===== config.mk =====
export PLATFORM = sky130hd
export DESIGN_NAME = hub75_scan_ctrl
export DESIGN_NICKNAME = d
export VERILOG_FILES = /design/src/rtl/hub75_scan_ctrl.sv
export SDC_FILE = /design/constraint.sdc
export NUM_CORES = 1
export LEC_CHECK = 0
export BUFFER_PORTS_ARGS = -buffer_cell sky130_fd_sc_hd__buf_4
export CAP_MARGIN = 20
export CORE_MARGIN = 4
export CORE_UTILIZATION = 60
export CTS_BUF_LIST = sky130_fd_sc_hd__clkbuf_4
export DETAILED_ROUTE_END_ITERATION = 7
export HOLD_SLACK_MARGIN = 0.12
export MAX_ROUTING_LAYER = met4
export PLACE_DENSITY = 0.87
export SYNTH_ARGS = -nofsm -noshare
export SYNTH_HDL_FRONTEND = slang
export SYNTH_SLANG_ARGS = --single-unit

===== constraint.sdc =====
create_clock -name clk -period 2.9 [get_ports clk]
set_input_delay 0.145 -clock clk [delete_from_list [all_inputs] [get_ports clk]]
set_output_delay 0.145 -clock clk [all_outputs]
set_load 0.05 [all_outputs]

===== src/rtl/hub75_scan_ctrl.sv =====
// hub75_scan_ctrl
//   Scan sequencer for a HUB75 1/8-scan LED panel. Each (row, plane) slot is
//   fetched pixel by pixel from a frame-buffer port, shifted out on rgb0/rgb1
//   with sclk, then blanked, latched and shown for a binary-weighted on-time
//   (intensity << plane). The next slot is shifted while the previous one is
//   displayed; the display timer runs on its own and only gates oe_n.
//
//   Scan order: planes inner, rows outer, wrapping after the last row.
//
// Handshake (pixel port): pix_req is held high in FETCH with pix_row/pix_col/
//   pix_plane stable. A request completes in the cycle pix_valid is high; the
//   data on pix_rgb0/pix_rgb1 is captured on that edge and pix_req drops the
//   next cycle. There is no bound on how long pix_valid may take.
//
// Ports
//   clk, rst            system clock, asynchronous active-low reset
//   enable              run scan; sampled in IDLE and at the end of LATCH
//   intensity[6:0]      plane-0 on-time in clk cycles, sampled at timer load
//   pix_req/row/col/plane/valid/rgb0/rgb1  frame-buffer fetch port
//   rgb0, rgb1, sclk, lat, oe_n, addr      panel pins
//   frame_start         1-cycle pulse on LATCH entry for row 0 plane 0
//   busy                high in any state but IDLE
//   dbg_state           current FSM state encoding
module hub75_scan_ctrl #(
  parameter int COLS     = 32,
  parameter int ROW_BITS = 3,
  parameter int PLANES   = 4,
  parameter int CLK_DIV  = 4,
  localparam int COL_BITS = (COLS > 1) ? $clog2(COLS) : 1,
  localparam int PL_BITS  = (PLANES > 1) ? $clog2(PLANES) : 1
) (
  input  logic                clk,
  input  logic                rst,
  input  logic                enable,
  input  logic [6:0]          intensity,
  output logic                pix_req,
  output logic [ROW_BITS-1:0] pix_row,
  output logic [COL_BITS-1:0] pix_col,
  output logic [PL_BITS-1:0]  pix_plane,
  input  logic                pix_valid,
  input  logic [2:0]          pix_rgb0,
  input  logic [2:0]          pix_rgb1,
  output logic [2:0]          rgb0,
  output logic [2:0]          rgb1,
  output logic                sclk,
  output logic                lat,
  output logic                oe_n,
  output logic [ROW_BITS-1:0] addr,
  output logic                frame_start,
  output logic                busy,
  output logic [2:0]          dbg_state
);

  localparam int TMR_W = 7 + PLANES - 1;
  localparam int DIV_W = (CLK_DIV > 1) ? $clog2(CLK_DIV) : 1;

  typedef enum logic [2:0] {
    S_IDLE      = 3'd0,
    S_FETCH     = 3'd1,
    S_SHIFT_LO  = 3'd2,
    S_SHIFT_HI  = 3'd3,
    S_WAIT_DISP = 3'd4,
    S_BLANK     = 3'd5,
    S_LATCH     = 3'd6
  } state_t;

  state_t              state, state_n;
  logic [DIV_W-1:0]    div_cnt;
  logic [ROW_BITS-1:0] row;
  logic [COL_BITS-1:0] col;
  logic [PL_BITS-1:0]  plane;
  logic [TMR_W-1:0]    timer;

  logic phase_done;
  logic last_col;
  logic last_plane;
  logic latch_exit;

  assign phase_done = (div_cnt == DIV_W'(CLK_DIV - 1));
  assign last_col   = (col == COL_BITS'(COLS - 1));
  assign last_plane = (plane == PL_BITS'(PLANES - 1));
  assign latch_exit = (state == S_LATCH) && phase_done;

  always_comb begin
    state_n = state;
    case (state)
      S_IDLE:      if (enable) state_n = S_FETCH;
      S_FETCH:     if (pix_valid) state_n = S_SHIFT_LO;
      S_SHIFT_LO:  if (phase_done) state_n = S_SHIFT_HI;
      S_SHIFT_HI:  if (phase_done) state_n = last_col ? S_WAIT_DISP : S_FETCH;
      S_WAIT_DISP: if (timer == '0) state_n = S_BLANK;
      S_BLANK:     state_n = S_LATCH;
      S_LATCH:     if (phase_done) state_n = enable ? S_FETCH : S_IDLE;
      default:     state_n = S_IDLE;
    endcase
  end

  always_ff @(posedge clk or negedge rst) begin
    if (!rst) state <= S_IDLE;
    else      state <= state_n;
  end

  // Phase counter for the timed states; restarts on every state change.
  always_ff @(posedge clk or negedge rst) begin
    if (!rst) begin
      div_cnt <= '0;
    end else if (state_n != state) begin
      div_cnt <= '0;
    end else if (state == S_SHIFT_LO || state == S_SHIFT_HI || state == S_LATCH) begin
      div_cnt <= div_cnt + DIV_W'(1);
    end
  end

  // Column advances at the end of each sclk high phase.
  always_ff @(posedge clk or negedge rst) begin
    if (!rst) begin
      col <= '0;
    end else if (state == S_SHIFT_HI && phase_done) begin
      col <= last_col ? '0 : col + COL_BITS'(1);
    end
  end

  // Row/plane advance once the slot has been latched. Stopping returns the
  // scan to row 0 plane 0 so a restart begins a fresh frame.
  always_ff @(posedge clk or negedge rst) begin
    if (!rst) begin
      row   <= '0;
      plane <= '0;
    end else if (latch_exit) begin
      if (!enable) begin
        row   <= '0;
        plane <= '0;
      end else if (last_plane) begin
        plane <= '0;
        row   <= row + ROW_BITS'(1);
      end else begin
        plane <= plane + PL_BITS'(1);
      end
    end
  end

  always_ff @(posedge clk or negedge rst) begin
    if (!rst) begin
      rgb0 <= '0;
      rgb1 <= '0;
    end else if (state == S_FETCH && pix_valid) begin
      rgb0 <= pix_rgb0;
      rgb1 <= pix_rgb1;
    end
  end

  // addr and frame_start update on the edge that enters LATCH.
  always_ff @(posedge clk or negedge rst) begin
    if (!rst) begin
      addr        <= '0;
      frame_start <= 1'b0;
    end else if (state == S_BLANK) begin
      addr        <= row;
      frame_start <= (row == '0) && (plane == '0);
    end else begin
      frame_start <= 1'b0;
    end
  end

  // Display timer: loaded as lat falls with the plane just latched, so the
  // on-time never overlaps lat. WAIT_DISP guarantees it is already zero here.
  always_ff @(posedge clk or negedge rst) begin
    if (!rst) begin
      timer <= '0;
    end else if (latch_exit) begin
      timer <= TMR_W'(intensity) << plane;
    end else if (timer != '0) begin
      timer <= timer - TMR_W'(1);
    end
  end

  assign pix_req   = (state == S_FETCH);
  assign pix_row   = row;
  assign pix_col   = col;
  assign pix_plane = plane;
  assign sclk      = (state == S_SHIFT_HI);
  assign lat       = (state == S_LATCH);
  assign oe_n      = (timer == '0);
  assign busy      = (state != S_IDLE);
  assign dbg_state = state;

endmodule


* After elaboration in Yosys (flattened, before gate mapping)
Index checks and enable logic that the tools add are counted.
** Word-level totals
- Word-level logic and storage cells :: 61
- Input port bits :: 17
- Bits in writable memories :: 0
- Bits in latches :: 0
- Memory bits (read-only) :: 0
- Flip-flop bits (word level) :: 35
- Memories :: 0
** Operators by class
- Reductions and logical operators :: 15
- Bitwise gates (word level) :: 0
- Add/sub/neg operators :: 5
- Equality and inequality tests :: 11
- Shift-type cells :: 1
- Multipliers :: 0
- Order comparisons :: 0
- Divide/modulo/power cells :: 0
- Muxes and demuxes :: 19
** Operators with widths (number)
- $mux W3 :: 9
- $pmux W3 S7 :: 1
- $mux W10 :: 2
- $logic_not A10 Y1 :: 1
- $reduce_bool A10 Y1 :: 1
- $shl A7 B2 Y10 :: 1
- $sub A10 B1 Y10 const B :: 1
- $eq A3 B3 Y1 const B :: 3
- $mux W2 :: 4
- $eq A3 B2 Y1 const B :: 2
- $logic_not A3 Y1 :: 2
- $add A5 B1 Y5 const B :: 1
- $eq A5 B5 Y1 const B :: 1
- $mux W5 :: 1
- $add A2 B1 Y2 const B :: 2
- $eq A2 B2 Y1 const B :: 2
- $logic_and A1 B1 Y1 :: 4
- $reduce_bool A2 Y1 :: 2
- $add A3 B1 Y3 const B :: 1
- $eq A3 B1 Y1 const B :: 1
- $ne A3 B3 Y1 :: 1
- $reduce_bool A3 Y1 :: 1
- $logic_not A2 Y1 :: 1
- $logic_or A1 B1 Y1 :: 2
- 3 further kinds :: 4

* Depth between registers and ports, before layout
- Word-level depth :: 6
- Depth in mapped cells :: 7
- Gate-level depth less buffers :: 7

* Worst setup path after synthesis
OpenSTA, ideal clock, no wires.
- Path kind :: register -> register
- Start :: register state[0] (netlist: dbg_state[0])
- End :: register rgb0[0]
- Data required time :: 2.772 ns
- Library setup time :: 0.128 ns
- Data arrival time :: 1.909 ns
- Setup slack :: 0.863 ns
- Stages on the path, launching flop included :: 5
- Path buffers :: 1
- Cells stage by stage :: dfrtp_1 and3_1 and2_1 buf_2 mux2_1
** On the way
- Cells in the longest elaborated chain, start to end :: 2
** RTL lines
- from (decl) :: line 67 : state_t state, state_n;
- from (signal assigned) :: line 100 : else state <= state_n;
- $eq A3 B1 Y1
- named net pix_req :: line 36 : output logic pix_req,
- $logic_and A1 B1 Y1 :: line 146 : end else if (state == S_FETCH && pix_valid) begin
- to (signal assigned) :: line 147 : rgb0 <= pix_rgb0;
- to (decl) :: line 43 : output logic [2:0] rgb0,
The timed path passes the listed nets, and every way through them passes these cells.
A chain may end at the register's enable or synchronous reset.

* Final worst setup path
- Start :: register timer[0]
- End :: output oe_n
** On the way
- Cells in the longest elaborated chain, start to end :: 1
** RTL lines
- from (decl) :: line 72 : logic [TMR_W-1:0] timer;
- from (signal assigned) :: line 171 : timer <= TMR_W'(intensity) << plane;
- from (signal assigned) :: line 173 : timer <= timer - TMR_W'(1);
- $logic_not A10 Y1 :: line 183 : assign oe_n = (timer == '0);
- to (decl) :: line 47 : output logic oe_n,
No other way between the ends.

==> impl_metrics.json <==
{
  "synth_area_leaders": "dfrtp_1 43%, o21ai_0 5.2%, ha_1 4.9%",
  "synth_top_cell_area_share_pct": 43.2,
  "endpoint_kind": "output port",
  "port_buffers": 44,
  "p_leak_nw": 1.22,
  "cp.arrival_ns": 1.92,
  "ir_drop_v": 0.000607,
  "place_inst": 290,
  "drtIter0Drc": 84,
  "crit_type": "reg -> out",
  "regToRegSetupSlack_ns": 0.87,
  "synth_fp_nets": 237,
  "cts_made_buffers": 5,
  "die_w_um": 66.1,
  "finalCritPeriodShare_pct": 71.3,
  "synth_most_common_cell": "dfrtp_1",
  "combPwrFrac_pct": 48.0,
  "r2r_end": "timer[7]",
  "timing.fmax_mhz": 484,
  "async_flop_share_pct": 100,
  "max-cap-violations": 0,
  "worstReg2RegStart": "div_cnt[0]",
  "rsz0062_at_grt": "false",
  "path_clk_slew_ns": 0.11,
  "overflow": 0,
  "cts_resized": 0,
  "num_vias": 1772,
  "initial_core_util_pct": 64.3,
  "coreArea_sq_um": 3150,
  "drive_above_1_share_pct": 24.6,
  "dieArea_sq_um": 4370,
  "synth_area_sq_um": 2030,
  "power_frac_seq_pct": 33.8,
  "grt_start_max_net_pins": 36,
  "worst-r2r-cell-count": 5,
  "relSlewSlack_pct": 57.9,
  "num_rows": 20,
  "required_ns": 2.76,
  "drt-total-wl_um": 4720,
  "grt_pass1_vias": 1687,
  "finalSetupViolCount": 0,
  "diodes": 0,
  "worstSkewPairLatency_ns": 0.34,
  "dr.pass1.iters": 4,
  "whs_ns": 0.139,
  "synthCells": 212,
  "nNetsFinal": 288,
  "area_growth_pct": 27.2,
  "avgViaCountPerCell": 5.75,
  "worst_slew_pin_slew_ns": 0.628,
  "final_hold_viol_count": 0,
  "clockBufferDepth": 2,
  "filler_cell_count": 211,
  "maxSlewViolCount": 0,
  "fp.dieH_um": 66.1,
  "io_pins": 45,
  "synth_top_cell_by_area": "dfrtp_1",
  "gp_congestion": 0.844,
  "switchingPower_w": 0.00111,
  "ys.flop_type": "dfrtp_1",
  "worstPathMaxFanout": 6,
  "synth_seq_cells": 35,
  "hpwlAfterDp_um": 3230,
  "synth_edf_count": 0,
  "startpoint_type": "flip-flop",
  "crit_start": "timer[0]",
  "intPower_w": 0.00137,
  "ys_types": 45,
  "cts_root_buffer": "clkbuf_4",
  "post-route-drc-count": 0,
  "post_drt_wl_per_cell_um": 15.3,
  "setup.worst_path.end": "oe_n",
  "power.density_nw_per_um2": 961,
  "swShare_pct": 44.7,
  "grt_pass1_wl_um": 7870,
  "syn_area_per_cell_sq_um": 9.56,
  "antenna_found_initial": 0,
  "setup_total_negative_slack_ns": 0,
  "period_minus_slack_ns": 2.07,
  "cts_tree": "built",
  "synth_top_cells_by_count": "35 x dfrtp_1, 23 x nand2_1, 21 x o21ai_0",
  "grt_usage_pct": 24.4,
  "layout.cells.non_filler": 308,
  "clock-sinks": 35,
  "htree_levels": 2,
  "pwr-share-clk_pct": 18.1,
  "ant_nets": 0,
  "yosysWarnings": 0,
  "ys_seq_area_share_pct": 43.2,
  "hold_path.class": "in -> reg",
  "skew_ns": 0.00514,
  "fin_util_pct": 81.8,
  "status": "finished, final reports clean"
}
-- routing by layer --
| layer | share of wire, % | GRT usage, % | up-vias |
|---|---|---|---|
| met2 | 53 | 41.4 | 48 |
| met5 | 0 | - | - |
| met1 | 41 | 28.0 | 847 |
| met4 | 2.4 | 9.90 | 0 |
| met3 | 3.5 | 5.10 | 10 |
| li1 | - | - | 867 |
-- power groups by stage --
| stage | Combinational [W] | Clock [W] | Sequential, W |
|---|---|---|---|
| 2_1_floorplan | 0.000621 | 0 | 0.00107 |
| 3_3_place_gp | 0.00116 | 0 | 0.000833 |
| 3_5_place_dp | 0.00117 | 0 | 0.000844 |
| 4_1_cts | 0.00119 | 0.000453 | 0.000833 |
| 5_1_grt | 0.00128 | 0.000483 | 0.000867 |
| 6_report | 0.00119 | 0.000449 | 0.000839 |
-- how the worst min path moves through the flow --
stage / from / to / slack (ns) / cells past startpoint
finish: intensity[6] / timer[9] / 0.14 / 3
global route: intensity[6] / timer[9] / 0.13 / 3
CTS: intensity[6] / timer[9] / 0.12 / 3
detailed placement: rst / timer[7] / 0.12 / 1
global placement: rst / timer[9] / 0.12 / 1
floorplan: rst / addr[0] / -0.15 / 0
-- worst max-delay path: stages, from the launching register on --
cell      delay (ns)
dfrtp_1         0.41
inv_1           0.10
ha_1            0.28
nor3b_2         0.31
nand3_4         0.17
clkinv_4        0.10
buf_4           0.20
-- through the flow --
step | setup WS [ns] | power, W | cell area [sq um]
after floorplan | 0.863 | 0.00170 | 2030
after global placement | 0.988 | 0.00199 | 2370
after detailed placement | 0.903 | 0.00202 | 2370
after CTS | 0.822 | 0.00248 | 2580
after global routing | 0.641 | 0.00263 | 2580
final | 0.832 | 0.00248 | 2580
-- placed cells by master, fill, tap and decap left out, drive strengths merged, types with 6 or more instances in the layout --
cell type / count
buf: 45
dfrtp: 35
o21ai: 28
nand2: 23
a21oi: 12
inv: 12
dlygate4sd3: 10
mux2: 10
mux2i: 8
ha: 8
nand3: 8
a31oi: 6
clkbuf: 6
nor2: 6
-- cells by family after synthesis --
group	after synthesis	synth area share, %
buffers and inverters	24	4.94
muxes	18	9.51
adders and majority gates	8	4.94
AOI/OAI and AO/OA	62	17.8
xor gates and xnor gates	2	0.864
and+or+nand+nor	63	18.7
DFF	35	43.2
-- repair_timing --
action,in CTS,in global routing
setup endpoints to repair,0,0
hold buffers,10,0
endpoints found under the hold margin,49,0
buffers inserted,0,0
-- sequential cells by signal, summed over array words and instances, names as in the netlist, 3 cells and up --
register	flops
addr	3
pix_row	3
rgb1	3
pix_col	5
dbg_state	3
rgb0	3
timer	10
-- final cells by class --
cell class | instances | area, sq um | area share [%]
inverter | 13 | 53.8 | 2.09
timing repair buffer | 55 | 438 | 17.0
clock buffer | 6 | 45.0 | 1.75
clock inverter | 2 | 60.1 | 2.33
sequential | 35 | 876 | 34.0
multi-input combinational | 153 | 1050 | 40.8
tap | 44 | 55.1 | 2.13
Note: power is estimated with default switching activity, not from simulation.
